$ cat src/rtl/crossbar_cfg_loader.sv
// Shadow/active selector bank for the PMU event crossbar. A commit copies the
// shadow bank to the active bank and then holds the counters cleared.
module crossbar_cfg_loader #(
  parameter  int N_OUT       = 24,
  parameter  int N_IN        = 32,
  parameter  int REG_WIDTH   = 32,
  parameter  int HOLD_CYCLES = 2,
  localparam int SEL_W       = $clog2(N_IN),
  localparam int FPR         = REG_WIDTH / SEL_W,
  localparam int N_WORDS     = (N_OUT + FPR - 1) / FPR,
  localparam int AW          = $clog2(N_WORDS + 1)
) (
  input  logic                   clk_i,
  input  logic                   rstn_i,
  input  logic                   wr_valid_i,
  output logic                   wr_ready_o,
  input  logic [AW-1:0]          wr_addr_i,
  input  logic [REG_WIDTH-1:0]   wr_data_i,
  input  logic [AW-1:0]          rd_addr_i,
  output logic [REG_WIDTH-1:0]   rd_data_o,
  output logic [N_OUT*SEL_W-1:0] cfg_o,
  output logic                   cnt_clear_o,
  output logic                   commit_done_o,
  output logic                   err_o
);

  localparam int HC_W = (HOLD_CYCLES > 1) ? $clog2(HOLD_CYCLES) : 1;
  localparam int NSYM = 1 << SEL_W;
  // Bit v set when selector value v names an existing event.
  localparam logic [NSYM-1:0] LEGAL_MASK = {NSYM{1'b1}} >> (NSYM - N_IN);

  function automatic logic [N_OUT*SEL_W-1:0] identity_map();
    logic [N_OUT*SEL_W-1:0] v;
    v = {(N_OUT*SEL_W){1'b0}};
    for (int i = 0; i < N_OUT; i++) begin
      v[i*SEL_W +: SEL_W] = SEL_W'(i);
    end
    return v;
  endfunction

  localparam logic [N_OUT*SEL_W-1:0] IDENTITY = identity_map();

  typedef enum logic [1:0] {IDLE = 2'd0, COPY = 2'd1, HOLD = 2'd2} state_e;

  state_e                 state_r;
  logic [HC_W-1:0]        hold_cnt_r;
  logic [N_OUT*SEL_W-1:0] shadow_r;
  logic [N_OUT*SEL_W-1:0] active_r;
  logic                   dirty_r;
  logic                   err_r;
  logic                   wr_ready_r;
  logic                   cnt_clear_r;
  logic                   commit_done_r;
  logic [REG_WIDTH-1:0]   rd_data_r;

  logic                   wr_fire_s;
  logic                   ctrl_hit_s;
  logic                   word_hit_s;
  logic                   bad_s;
  logic [N_OUT*SEL_W-1:0] shadow_nxt_s;
  logic [REG_WIDTH-1:0]   rd_nxt_s;
  logic                   unused_ok_s;

  assign unused_ok_s = ^wr_data_i;

  // Write decode: candidate shadow image and selector legality for the addressed word.
  always_comb begin
    wr_fire_s    = wr_valid_i & wr_ready_r;
    ctrl_hit_s   = (wr_addr_i == AW'(N_WORDS));
    word_hit_s   = (wr_addr_i < AW'(N_WORDS));
    shadow_nxt_s = shadow_r;
    bad_s        = 1'b0;
    for (int i = 0; i < N_OUT; i++) begin
      if (wr_addr_i == AW'(i / FPR)) begin
        shadow_nxt_s[i*SEL_W +: SEL_W] = wr_data_i[(i % FPR)*SEL_W +: SEL_W];
        bad_s = bad_s | ~LEGAL_MASK[wr_data_i[(i % FPR)*SEL_W +: SEL_W]];
      end else begin
        bad_s = bad_s;
      end
    end
  end

  // Read mux: shadow words, CTRL status, zero elsewhere.
  always_comb begin
    rd_nxt_s = {REG_WIDTH{1'b0}};
    for (int i = 0; i < N_OUT; i++) begin
      if (rd_addr_i == AW'(i / FPR)) begin
        rd_nxt_s[(i % FPR)*SEL_W +: SEL_W] = shadow_r[i*SEL_W +: SEL_W];
      end else begin
        rd_nxt_s = rd_nxt_s;
      end
    end
    if (rd_addr_i == AW'(N_WORDS)) begin
      rd_nxt_s[2:0] = {dirty_r, err_r, (state_r != IDLE)};
    end else begin
      rd_nxt_s = rd_nxt_s;
    end
  end

  // Commit FSM together with the shadow/active banks and all registered outputs.
  always_ff @(posedge clk_i or negedge rstn_i) begin
    if (!rstn_i) begin
      state_r       <= IDLE;
      hold_cnt_r    <= {HC_W{1'b0}};
      shadow_r      <= IDENTITY;
      active_r      <= IDENTITY;
      dirty_r       <= 1'b0;
      err_r         <= 1'b0;
      wr_ready_r    <= 1'b1;
      cnt_clear_r   <= 1'b0;
      commit_done_r <= 1'b0;
      rd_data_r     <= {REG_WIDTH{1'b0}};
    end else begin
      rd_data_r <= rd_nxt_s;
      case (state_r)
        IDLE: begin
          commit_done_r <= 1'b0;
          if (wr_fire_s && word_hit_s) begin
            if (bad_s) begin
              err_r <= 1'b1;
            end else begin
              shadow_r <= shadow_nxt_s;
              dirty_r  <= 1'b1;
            end
          end else if (wr_fire_s && ctrl_hit_s) begin
            if (wr_data_i[1]) begin
              err_r <= 1'b0;
            end
            if (wr_data_i[0]) begin
              state_r     <= COPY;
              wr_ready_r  <= 1'b0;
              cnt_clear_r <= 1'b1;
            end
          end
        end
        COPY: begin
          active_r   <= shadow_r;
          dirty_r    <= 1'b0;
          hold_cnt_r <= HC_W'(HOLD_CYCLES - 1);
          state_r    <= HOLD;
        end
        HOLD: begin
          if (hold_cnt_r == {HC_W{1'b0}}) begin
            state_r       <= IDLE;
            cnt_clear_r   <= 1'b0;
            wr_ready_r    <= 1'b1;
            commit_done_r <= 1'b1;
          end else begin
            hold_cnt_r <= hold_cnt_r - HC_W'(1);
          end
        end
        default: begin
          state_r     <= IDLE;
          cnt_clear_r <= 1'b0;
          wr_ready_r  <= 1'b1;
        end
      endcase
    end
  end

  assign wr_ready_o    = wr_ready_r;
  assign rd_data_o     = rd_data_r;
  assign cfg_o         = active_r;
  assign cnt_clear_o   = cnt_clear_r;
  assign commit_done_o = commit_done_r;
  assign err_o         = err_r;

endmodule

$ cat config.mk
export PLATFORM = sky130hd
export DESIGN_NAME = crossbar_cfg_loader
export DESIGN_NICKNAME = d
export VERILOG_FILES = /design/src/rtl/crossbar_cfg_loader.sv
export SDC_FILE = /design/constraint.sdc
export NUM_CORES = 1
export LEC_CHECK = 0
export CAP_MARGIN = 5
export CORE_ASPECT_RATIO = 1.75
export CORE_MARGIN = 4
export CORE_UTILIZATION = 40
export DETAILED_ROUTE_END_ITERATION = 8
export GPL_ROUTABILITY_DRIVEN = 0
export PLACE_DENSITY = 0.72
export SETUP_SLACK_MARGIN = 0.1
export SYNTH_ARGS = -nofsm -noshare
export SYNTH_HDL_FRONTEND = slang
export SYNTH_SLANG_ARGS = --single-unit
$ cat constraint.sdc
create_clock -name clk_i -period 2.3 [get_ports clk_i]
set_input_delay 0.23 -clock clk_i [delete_from_list [all_inputs] [get_ports clk_i]]
set_output_delay 0.23 -clock clk_i [all_outputs]
set_load 0.01 [all_outputs]
## After elaboration in Yosys (flattened, before gate mapping)

Memory sizes are Yosys's and may differ from the RTL's.
Cells that the tools add are included.

- Flip-flop bits (word level): 278
- Memory bits (read-only): 192
- Input port bits: 41
- Logic and storage cells: 176
- Memories kept: 6

Memory list:

| memory | words | bits a word | rd ports | clocked after Yosys merged registers in | wr ports | RTL line | text |
|---|---|---|---|---|---|---|---|
| (name not given) | 32 | 1 | 1 | 0 | 0 | 76 | `bad_s = bad_s \| ~LEGAL_MASK[wr_data_i[(i % FPR)*SEL_W +: SEL_W]];` |
| (name not given) | 32 | 1 | 1 | 0 | 0 | 76 |  |
| (name not given) | 32 | 1 | 1 | 0 | 0 | 76 |  |
| (name not given) | 32 | 1 | 1 | 0 | 0 | 76 |  |
| (name not given) | 32 | 1 | 1 | 0 | 0 | 76 |  |
| (name not given) | 32 | 1 | 1 | 0 | 0 | 76 |  |

- Add/sub/neg operators: 1
- Order comparisons: 7
- Equal/unequal tests: 17
- Muxes and demuxes: 80
- Bitwise logic cells: 32
- Reduce and logical (&&, ||, !) cells: 20

Operator list:

| operator | number |
|---|---|
| 5-bit 2-to-1 mux | 24 |
| 1-bit 2-to-1 mux | 45 |
| 5-bit by 6-bit < comparator with 1-bit output (second input constant) | 6 |
| 4-bit AND reduction | 6 |
| 1-bit OR | 23 |
| 2-bit != test (second input constant) | 7 |
| 3-bit by 2-bit equality test with 1-bit output (second input constant) | 4 |
| 2-bit nonzero test | 6 |
| 2-bit 2-to-1 mux | 4 |
| 1-bit inverter | 8 |
| 3-bit by 1-bit equality test with 1-bit output (second input constant) | 2 |
| 3-bit equality test (second input constant) | 2 |
| 3-bit logical NOT | 2 |
| 1-bit case mux with 2 select lines | 3 |
| 1-bit case mux with 3 select lines | 2 |
| 2-bit case mux with 3 select lines | 1 |
| 5-bit AND reduction | 1 |
| 3-bit < comparator (second input constant) | 1 |
| 3-bit 2-to-1 mux | 1 |
| 3-bit AND reduction | 1 |
| 2-bit by 1-bit equality test with 1-bit output (second input constant) | 1 |
| 2-bit equality test (second input constant) | 1 |
| 1-bit logical AND | 2 |
| 2-bit logical NOT | 1 |
| 3 further kinds | 3 |

## Logic depth before layout (Yosys ltp)

- Depth in word-level cells: 53
- Mapped depth: 7
- Gate-level depth less buffers: 5

## Worst setup path before layout

No wires, ideal clock.

- Path type: register -> register
- Start point: reg state_r[0]
- End point: reg shadow_r[0]
- Library setup time: 0.125 ns
- Data arrival time: 1.698 ns
- Slack: 0.477 ns
- Stages on the path, launching flop included: 7
- Path buffers: 1
- Period minus slack after synthesis: 1.823 ns
- Cell sequence: dfrtp_1 > inv_1 > ha_1 > nand4b_2 > or3_4 > buf_6 > mux2_4

- Cells in the longest elaborated chain, start to end: 2

Ends and longest elaborated chain:

| item | RTL line | text |
|---|---|---|
| start: declaration | 45 | `state_e state_r;` |
| start signal: assignment | 103 | `state_r <= IDLE;` |
| start signal: assignment | 130 | `state_r <= COPY;` |
| start signal: assignment | 140 | `state_r <= HOLD;` |
| 2-bit logical NOT | 115 | `case (state_r)` |
| 4-bit AND reduction (no line) | - |  |
| end signal: assignment | 122 | `shadow_r <= shadow_nxt_s;` |
| end: declaration | 47 | `logic [N_OUT*SEL_W-1:0] shadow_r;` |

No other way between the ends.
A chain may end at the register's enable or synchronous reset.

## Worst setup path after layout

- Start point: reg state_r[0]
- End point: reg shadow_r[18]

Same word-level chain as after synthesis.

==> results.txt <==
- In this run the tool buffered the top-level ports with around 190 buffer cells.
- TritonCTS clock tree: built
* Worst min-delay path category: in2reg
- Critical setup path kind: reg2reg
- Relative to the synthesized area, the layout overhead comes to 30.4%.
* Number of antenna violations at the first check in global routing: 2
* Number of enable-type register cells in the synthesized netlist: 0
- Critical Path Fanout Max: 30
- Ranked by total cell area, the synthesized netlist is headed by sky130_fd_sc_hd__dfrtp_1, sky130_fd_sc_hd__dfstp_2, sky130_fd_sc_hd__mux2_2.
- Worst voltage drop across the vdd grid: 0.00102 V
- Measured slew at the worst slew-check pin: 0.611 ns
* Global-route usage over all layers: about 17%
* Number of DRC markers in iteration 0: approximately 210
* Period Utilization, post-route: about nine tenths
- The synthesized design devotes to its leading area cell type between 30% and 40% of total area.
- Resized cells post-CTS: 0
* Minimum clock period after layout: approximately 2.1 ns
* Die width: approximately 140 µm
- Entering global routing, the biggest net connects 77 pins.
- Final setup TNS: 0 ns
- # IOs: between 150 and 200
- Setup repair after global routing missed its margin: false
* Asr flop ratio synth: 100%
* Wirelength, routed: between 20 and 30 mm
- In this run the vertical extent of the chip is 231 µm.
- A synthesized cell averages 16.9 µm².
- Fraction of final layout cells sized beyond drive strength 1: around half
* Via count of the first global-routing pass: a little under 7k
- After global routing the overflow that remains totals 0.
- The tool flagged a number of max-cap violations equal to 0.
- For this run, the leading register cell type out of synthesis is sky130_fd_sc_hd__dfrtp_1.
- Portion of the post-synthesis area used by sequential elements: a little over three fifths
- For this configuration, the core starts out at a cell density of a little over 40%.
- Once layout is complete, the utilization of the core stands at about 53%.
* Total power density per cell area: 1480 mW/mm²
* Average routed wire per standard cell: between 20 and 25 µm
- Commonest cells post-synth: sky130_fd_sc_hd__mux2_2, sky130_fd_sc_hd__dfrtp_1, sky130_fd_sc_hd__dfstp_2
* Clk buf depth: 3
- Detailed routing inserted a total of ~6.3k vias.
- Setup violators final: 0
* Worst slack on hold paths: just under 0.06 ns
- Total of warnings raised by yosys: 0
* Post-synthesis cell type with the largest combined area: sky130_fd_sc_hd__dfrtp_1
* Unique cell type count in the Yosys netlist: 37
- Final ANT Viol Nets: 0
- Number of nets at the end of the flow: slightly above 900
* Number of rows created at floorplan: slightly above 80
* Clock transition at the registers of the reported paths: ~0.060 ns
- Slew Limit Headroom: between 50 and 60%
- The run finished with clean final reports.
- Most instantiated library cell after synthesis: sky130_fd_sc_hd__mux2_2
- The root buffer cell chosen for the clock tree is sky130_fd_sc_hd__clkbuf_16.
- The clock arrives with roughly 0.013 ns of skew.
- CP Capture Type: flip-flop
- Yosys reg bits: roughly 280
- TritonCTS created 26 clock buffers.
- Using the TritonRoute via totals, the vias-per-cell ratio works out to a little under 5.
* Core region area: 0.0280 mm²
- Total number of clock tree sinks: 278
* Remaining design rule violation count: 0
* Post-synthesis instance area: between 0.01 and 0.015 mm²
- Post-Syn Instances: 672
- Summed over all cells, the static leakage comes to roughly 6 nW.
* Insertion delay to the later sink of the worst-skew pair: approximately 0.54 ns
- The first global-routing pass estimated 40.3 mm of wire.
* Half-perimeter wire length of the detailed placement result: 17.4 mm
- Maximum clock rate: around 480 MHz
* First-pass detailed-route iteration total: 4
- Hold violation count in the final report: 0
- Htree depth: 1
- Area enclosed by the die boundary: a little over 0.03 mm²
- The final number of max-transition violations is 0.
- Critical path data required time: 2.71 ns
- Data on the critical path arrives at its endpoint at between 2 and 3 ns.
- STA classifies the critical path startpoint as a flip-flop.
[routing by layer]
layer / part of all wire, % / vias up / GRT usage [%] / wire, µm
met3: 5.1 / 49 / 3.40 / 1310
met5: 0 / - / 0 / 0
li1: - / 2819 / - / -
met1: 38 / 3314 / 19.4 / 9880
met2: 54 / 151 / 29.9 / 13900
met4: 3.0 / 0 / 5.77 / 770
[final cells by class]
| cell class | instances | area, µm² |
|---|---|---|
| multi-input combinational | 349 | 4040 |
| fill | 2354 | 13200 |
| tap | 373 | 467 |
| antenna | 2 | 5.00 |
| clock buffer | 42 | 813 |
| clock inverter | 6 | 86.3 |
| timing repair buffer | 217 | 2250 |
| inverter | 6 | 22.5 |
| sequential | 278 | 7090 |
[final timing paths]
| path | startpoint | to | slack [ns] | cells past startpoint |
|---|---|---|---|---|
| worst max-delay path | state_r[0]$_DFFE_PN0P_ | shadow_r[18]$_DFFE_PN0P_ | 0.22 | 6 |
| min in group asynchronous | rstn_i | cfg_o[70]$_DFFE_PN0N_ | 0.27 | 2 |
| worst max register to register | state_r[0]$_DFFE_PN0P_ | shadow_r[18]$_DFFE_PN0P_ | 0.22 | 6 |
| worst min-delay path | rd_addr_i[2] | rd_data_o[26]$_DFF_PN0_ | 0.06 | 2 |
| max in group asynchronous | rstn_i | cfg_o[5]$_DFFE_PN1N_ | 1.21 | 3 |
| worst min register to register | cnt_clear_o$_DFFE_PN0P_ | cnt_clear_o$_DFFE_PN0P_ | 0.50 | 2 |
[state kept, by name (all words and copies together), names as in the netlist]
register,flops
cfg_o,120
shadow_r,120
rd_data_o,30
state_r,2
cnt_clear_o,1
commit_done_o,1
dirty_r,1
err_o,1
hold_cnt_r,1
wr_ready_o,1
[cells in the final DEF (no fill, tap or decap), types with 2 or more instances in the layout]
cell                              count
sky130_fd_sc_hd__o21a_1               3
sky130_fd_sc_hd__conb_1               2
sky130_fd_sc_hd__dfrtp_1            173
sky130_fd_sc_hd__a21oi_1              6
sky130_fd_sc_hd__mux2_2             206
sky130_fd_sc_hd__clkdlybuf4s50_1    188
sky130_fd_sc_hd__nor2b_1             27
sky130_fd_sc_hd__clkinv_2             2
sky130_fd_sc_hd__ha_1                 3
sky130_fd_sc_hd__a21o_1               2
sky130_fd_sc_hd__nand2b_1             3
sky130_fd_sc_hd__diode_2              2
sky130_fd_sc_hd__buf_12              12
sky130_fd_sc_hd__o21ai_0              3
sky130_fd_sc_hd__nand2_1              3
sky130_fd_sc_hd__nand3_1              4
sky130_fd_sc_hd__mux2_1               4
sky130_fd_sc_hd__mux2i_1              5
sky130_fd_sc_hd__nand3b_1             3
sky130_fd_sc_hd__nor3b_4              2
sky130_fd_sc_hd__dfstp_2            105
sky130_fd_sc_hd__buf_2                3
sky130_fd_sc_hd__clkbuf_16           28
sky130_fd_sc_hd__buf_4               12
sky130_fd_sc_hd__clkbuf_1             8
sky130_fd_sc_hd__bufinv_16            2
sky130_fd_sc_hd__mux2_4              30
sky130_fd_sc_hd__and2_1               2
sky130_fd_sc_hd__inv_1                6
sky130_fd_sc_hd__mux4_2              27
sky130_fd_sc_hd__clkbuf_8             6
[worst max-delay path: stages (launching register included)]
cell and delay [ns]:
sky130_fd_sc_hd__dfrtp_1 0.43, sky130_fd_sc_hd__inv_1 0.12, sky130_fd_sc_hd__ha_1 0.19, sky130_fd_sc_hd__nand4b_2 0.25, sky130_fd_sc_hd__or3_4 0.41, sky130_fd_sc_hd__buf_12 0.23, sky130_fd_sc_hd__mux2_4 0.32
[metrics by stage]
step                std cells  power [W]  instance area, µm²  setup slack (ns)
detailed placement       1222     0.0175               13900             0.201
CTS                      1271     0.0221               14800             0.202
floorplan                 673     0.0136               11300             0.477
finish                   1273     0.0218               14800             0.216
global placement         1222     0.0173               13900             0.219
global route             1273     0.0230               14800             0.110
[kinds of logic after synthesis]
| kind of cell | synth area share (%) |
|---|---|
| and+or+nand+nor | 2.95 |
| adders and majority gates | 0.442 |
| AOI/OAI and AO/OA | 1.23 |
| buffers and inverters | 2.08 |
| other | 0.0331 |
| muxes | 30.7 |
| DFF | 62.6 |
[report_power, final]
group / switching (W) / leakage (nW) / internal, W
sequential: 0.00149 / 3.24 / 0.00788
clock: 0.00184 / 0.438 / 0.00264
combinational: 0.00282 / 2.45 / 0.00513
total: 0.00615 / 6.13 / 0.0157
[what timing repair did]
action                                 4_1_cts  5_1_grt
hold buffers                                 1        0
endpoints found under the hold margin       45        0
setup buffers                                0        0
Power figures use the tool's default switching activity.
==> edit 1: new RTL, same settings <==
Re-encode `state_e` (3 states) as one-hot, 3 bits wide.
--- a/src/rtl/crossbar_cfg_loader.sv
+++ b/src/rtl/crossbar_cfg_loader.sv
@@ -40,7 +40,7 @@
 
   localparam logic [N_OUT*SEL_W-1:0] IDENTITY = identity_map();
 
-  typedef enum logic [1:0] {IDLE = 2'd0, COPY = 2'd1, HOLD = 2'd2} state_e;
+  typedef enum logic [2:0] {IDLE = 3'b001, COPY = 3'b010, HOLD = 3'b100} state_e;
 
   state_e                 state_r;
   logic [HC_W-1:0]        hold_cnt_r;
Behaviour: no difference found for any inputs over 4 cycles, from zero or initial values and one cycle with rstn_i low; so few cycles prove little.
==> edit 1 against the original RTL <==
Synthesized cell count fell by 1.0%; routed wire length down 0.79%; critical path depth is 2 lower; die area down 1.0%; global-route usage increased by 0.13 points; setup slack worse by 0.056 ns; area after synthesis fell by 1.1%; design area is 0.86% lower; utilization is 0.59 points higher; cell count fell by 0.86%; sequential cell count up 1.
Power is not compared: it rests on default switching activity, and its combinational part moved more than twofold at a synthesized area within 25%.
==> edit 1: results (changes against the original RTL) <==
regArea_um2: 7114  # was 7088 µm²
cts_setup_buffers: 0  # unchanged
max_freq_mhz: 467.3  # was 479.8 MHz
r2r_slack_ns: 0.16  # was 0.22 ns
track_usage_pct: 16.70  # was 16.58%
drt_iter0_drc: 188  # was 212
status: "finished, final reports clean"  # unchanged
use_met3_pct: 2.196  # was 3.402%
multi_input_area_share_pct: 26.35  # was 27.33%
critPathArrivalTime_ns: 2.55  # was 2.50 ns
use_met1_pct: 20.23  # was 19.40%
netlist_top_cells_area: "dfrtp_1, dfstp_2, mux2_2"  # unchanged
finish.net_count: 914  # was 923
grt_use_met2_pct: 30.49  # was 29.89%
final-nonclk-buf-share_pct: 15.51  # was 15.25%
grt_pass1_wl_um: 40240  # was 40,280 µm
worst-path-max-fanout: 12  # was 30
finalClockSkew_ns: 0.006063  # was 0.01309 ns
drive_above_1_share_pct: 49.83  # was 49.44%
clk_share_pct: 6.298  # was 6.091%
synthDistinctLibCells: 38  # was 37
whs_ns: 0.1442  # was 0.05940 ns
min_path_type: "in -> reg"  # unchanged
wl_met1_um: 10130  # was 9884 µm
inverters: 4  # was 6
worst_pin_slew_ns: 0.6204  # was 0.6109 ns
synth.top_cells.by_count: "mux2_2, dfrtp_1, dfstp_2"  # unchanged
antenna_found_initial: 0  # was 2
clkbuf_count: 37  # was 42
buffers: 219  # was 217
ys_seq_elements: 279  # was 278
multi_input_cells: 343  # was 349
n_antenna_cell: 0  # was 2
crit_slowest_cell: "dfstp_2"  # was dfrtp_1
met3_length_um: 871  # was 1307 µm
max_stage_delay_ns: 0.52  # was 0.43 ns
syn_inst: 665  # was 672
drtPass1Iterations: 4  # unchanged
ys_warn_count: 0  # unchanged
dpl.cell_count: 1213  # was 1,222
vias_per_cell: 4.992  # was 4.975
ys_seq_area_share_pct: 63.52  # was 62.60%
dp_hpwl_um: 17420  # was 17,400 µm
grt_pass1_vias: 6835  # was 6,869
wl_met2_um: 14040  # was 13,910 µm
port_buffers: 192  # unchanged
place_ws_ns: -0.1095  # was 0.2011 ns
routedWlPerCell_um: 20.34  # was 20.32 µm
fillerInstances: 2330  # was 2,354
grt_max_degree: 69  # was 77
routed_wl_um: 25670  # was 25,870 µm
edit 1: changes by cell type after synthesis, moves of 4 or more:
cell,delta
mux2_4,-30
buf_4,+4
clkbuf_1,-5
ha_1,-4
mux2_1,+4
mux2_2,+27
edit 1: path summary, 6_finish.rpt:
| kind | end | cells after the start | startpoint |
|---|---|---|---|
| setup / recovery | shadow_r[66]$_DFFE_PN0P_ | 4 | state_r[0]$_DFFE_PN1P_ |
| hold / removal | rd_data_o[26]$_DFF_PN0_ | 2 | rd_addr_i[2] |
| setup reg to reg | shadow_r[66]$_DFFE_PN0P_ | 4 | state_r[0]$_DFFE_PN1P_ |
| hold reg to reg | cnt_clear_o$_DFFE_PN0P_ | 1 | cnt_clear_o$_DFFE_PN0P_ |
| max in group asynchronous | shadow_r[63]$_DFFE_PN1P_ | 3 | rstn_i |
| min in group asynchronous | cfg_o[40]$_DFFE_PN0P_ | 2 | rstn_i |
edit 1: power by group:
part | total (mW) | switching, mW | internal [mW]
Sequential | 6.55 | 0.573 | 5.97
Clock | 4.59 | 1.83 | 2.76
Combinational | 1.91 | 0.661 | 1.25
Total | 13.0 | 3.06 | 9.98
edit 1: repair_timing:
action	4_1_cts	5_1_grt
pin swaps	0	0
hold buffers	1	0
resized for setup	1	0
setup endpoints to repair	3	3
endpoints found under the hold margin	38	0
edit 1: stage by stage:
stage	instance area, µm²	setup TNS [ns]	util, %
after floorplan	11200	0	-
after global routing	14640	0	53.39
final	14640	0	53.39
after global placement	13710	-1.861	49.98
after CTS	14640	0	53.39
after detailed placement	13710	-1.021	49.98
edit 1: cells by family after synthesis:
group           Yosys count  share of synthesized area [%]
buf+inv                  44                          2.201
flops                   279                          63.52
simple gates             51                          3.195
mux                     271                          29.93
compound gates           18                          1.039
other cells               1                        0.03348
xor+xnor                  1                        0.07822
==> edit 2: new RTL, same settings <==
Made on the original files. The parameter `REG_WIDTH` goes from 32 to 64.
--- a/src/rtl/crossbar_cfg_loader.sv
+++ b/src/rtl/crossbar_cfg_loader.sv
@@ -3,7 +3,7 @@
 module crossbar_cfg_loader #(
   parameter  int N_OUT       = 24,
   parameter  int N_IN        = 32,
-  parameter  int REG_WIDTH   = 32,
+  parameter  int REG_WIDTH   = 64,
   parameter  int HOLD_CYCLES = 2,
   localparam int SEL_W       = $clog2(N_IN),
   localparam int FPR         = REG_WIDTH / SEL_W,
Interface: changed (resized rd_addr_i, rd_data_o, wr_addr_i and wr_data_i); port bits go from 197 to 259. No check against the original RTL was run, so the function may have changed too.
==> edit 2 against the original RTL <==
Sequential cell count up 30; design area up 7.5%; area after synthesis up 5.3%; combinational power rose by 6.8%; setup slack improved by 0.13 ns; power up 6.5%; first-iteration DRC count is 25% higher; sequential power grew 8%; non-clock buffer count grew 54; routed wire length increased by 8.9%; via count is 9.7% higher; critical endpoint is now shadow_r[33]$_DFFE_PN0P_; largest cell class unchanged.
==> edit 2: results (changes against the original RTL) <==
power_switching_mw: 6.790  # was 6.147 mW
port_buffers: 250  # was 192
relSlewSlack_pct: 63.86  # was 59.28%
antenna_found_initial: 4  # was 2
dp_hpwl_um: 19260  # was 17,400 µm
vias: 6947  # was 6,333
p_leak_nw: 6.779  # was 6.129 nW
hold_path_end: "rd_data_o[8]$_DFF_PN0_"  # was rd_data_o[26]$_DFF_PN0_
r2r_end: "shadow_r[33]$_DFFE_PN0P_"  # was shadow_r[18]$_DFFE_PN0P_
ir_drop_v: 0.001022  # was 0.001021 V
met3_length_um: 1371  # was 1307 µm
ys_seq_area_share_pct: 65.76  # was 62.60%
place_area_um2: 14940  # was 13,860 µm²
drive_above_1_share_pct: 40.43  # was 49.44%
place_ws_ns: 0.2923  # was 0.2011 ns
syn_inst: 751  # was 672
p_clk_share_pct: 19.9  # was 20.6%
status: "finished, final reports clean"  # unchanged
grt_pass1_vias: 7721  # was 6,869
r2r_slack_ns: 0.34  # was 0.22 ns
use_met1_pct: 18.03  # was 19.40%
max_stage_delay_ns: 0.41  # was 0.43 ns
grt_max_degree: 62  # was 77
hp-start: "rd_addr_i[1]"  # was rd_addr_i[2]
grt_pass1_wl_um: 44120  # was 40,280 µm
netlist_top_cells_area: "dfrtp_1, dfstp_2, mux2_2"  # unchanged
drt_iter0_drc: 266  # was 212
synth.top_cells.by_count: "mux2_2, dfrtp_1, dfstp_2"  # unchanged
grt_use_met2_pct: 32.42  # was 29.89%
finish.net_count: 1087  # was 923
clockBufferDepth: 3  # unchanged
critPathArrivalTime_ns: 2.38  # was 2.50 ns
p_int_mw: 16.42  # was 15.66 mW
synthDistinctLibCells: 26  # was 37
vias_per_cell: 4.892  # was 4.975
wl_met1_um: 9958  # was 9884 µm
worst-path-max-fanout: 39  # was 30
whs_ns: 0.1695  # was 0.05940 ns
wl_met2_um: 15950  # was 13,910 µm
-- edit 2: cell types whose count changed after synthesis, sizes merged, moves of 3 or more --
cell / delta
nor2: +58
mux2i: +56
dfrtp: +30
mux4: -27
nor2b: -26
buf: +8
clkbuf: -4
nand2: +4
nand3: -3
o21a: -3
-- edit 2: cells by family after synthesis --
kind of cell | Yosys count | share of synthesized area (%)
flip-flops | 308 | 65.76
multiplexers | 303 | 27.98
AND/OR/NAND/NOR | 73 | 2.614
buffers and inverters | 49 | 2.624
AO/OA/AOI/OAI | 13 | 0.5669
adder cells (fa/ha/maj) | 4 | 0.4199
other | 1 | 0.03146
-- edit 2: cell type report --
cell class                      count  area [µm²]
Timing Repair Buffer              271        2810
Inverter                            5       18.77
Clock inverter                     14       108.9
Tap cell                          382       478.0
Antenna cell                        4       10.01
Clock buffer                       39       813.3
Fill cell                        2462       13510
Sequential cell                   308        7839
Multi-Input combinational cell    397        3800
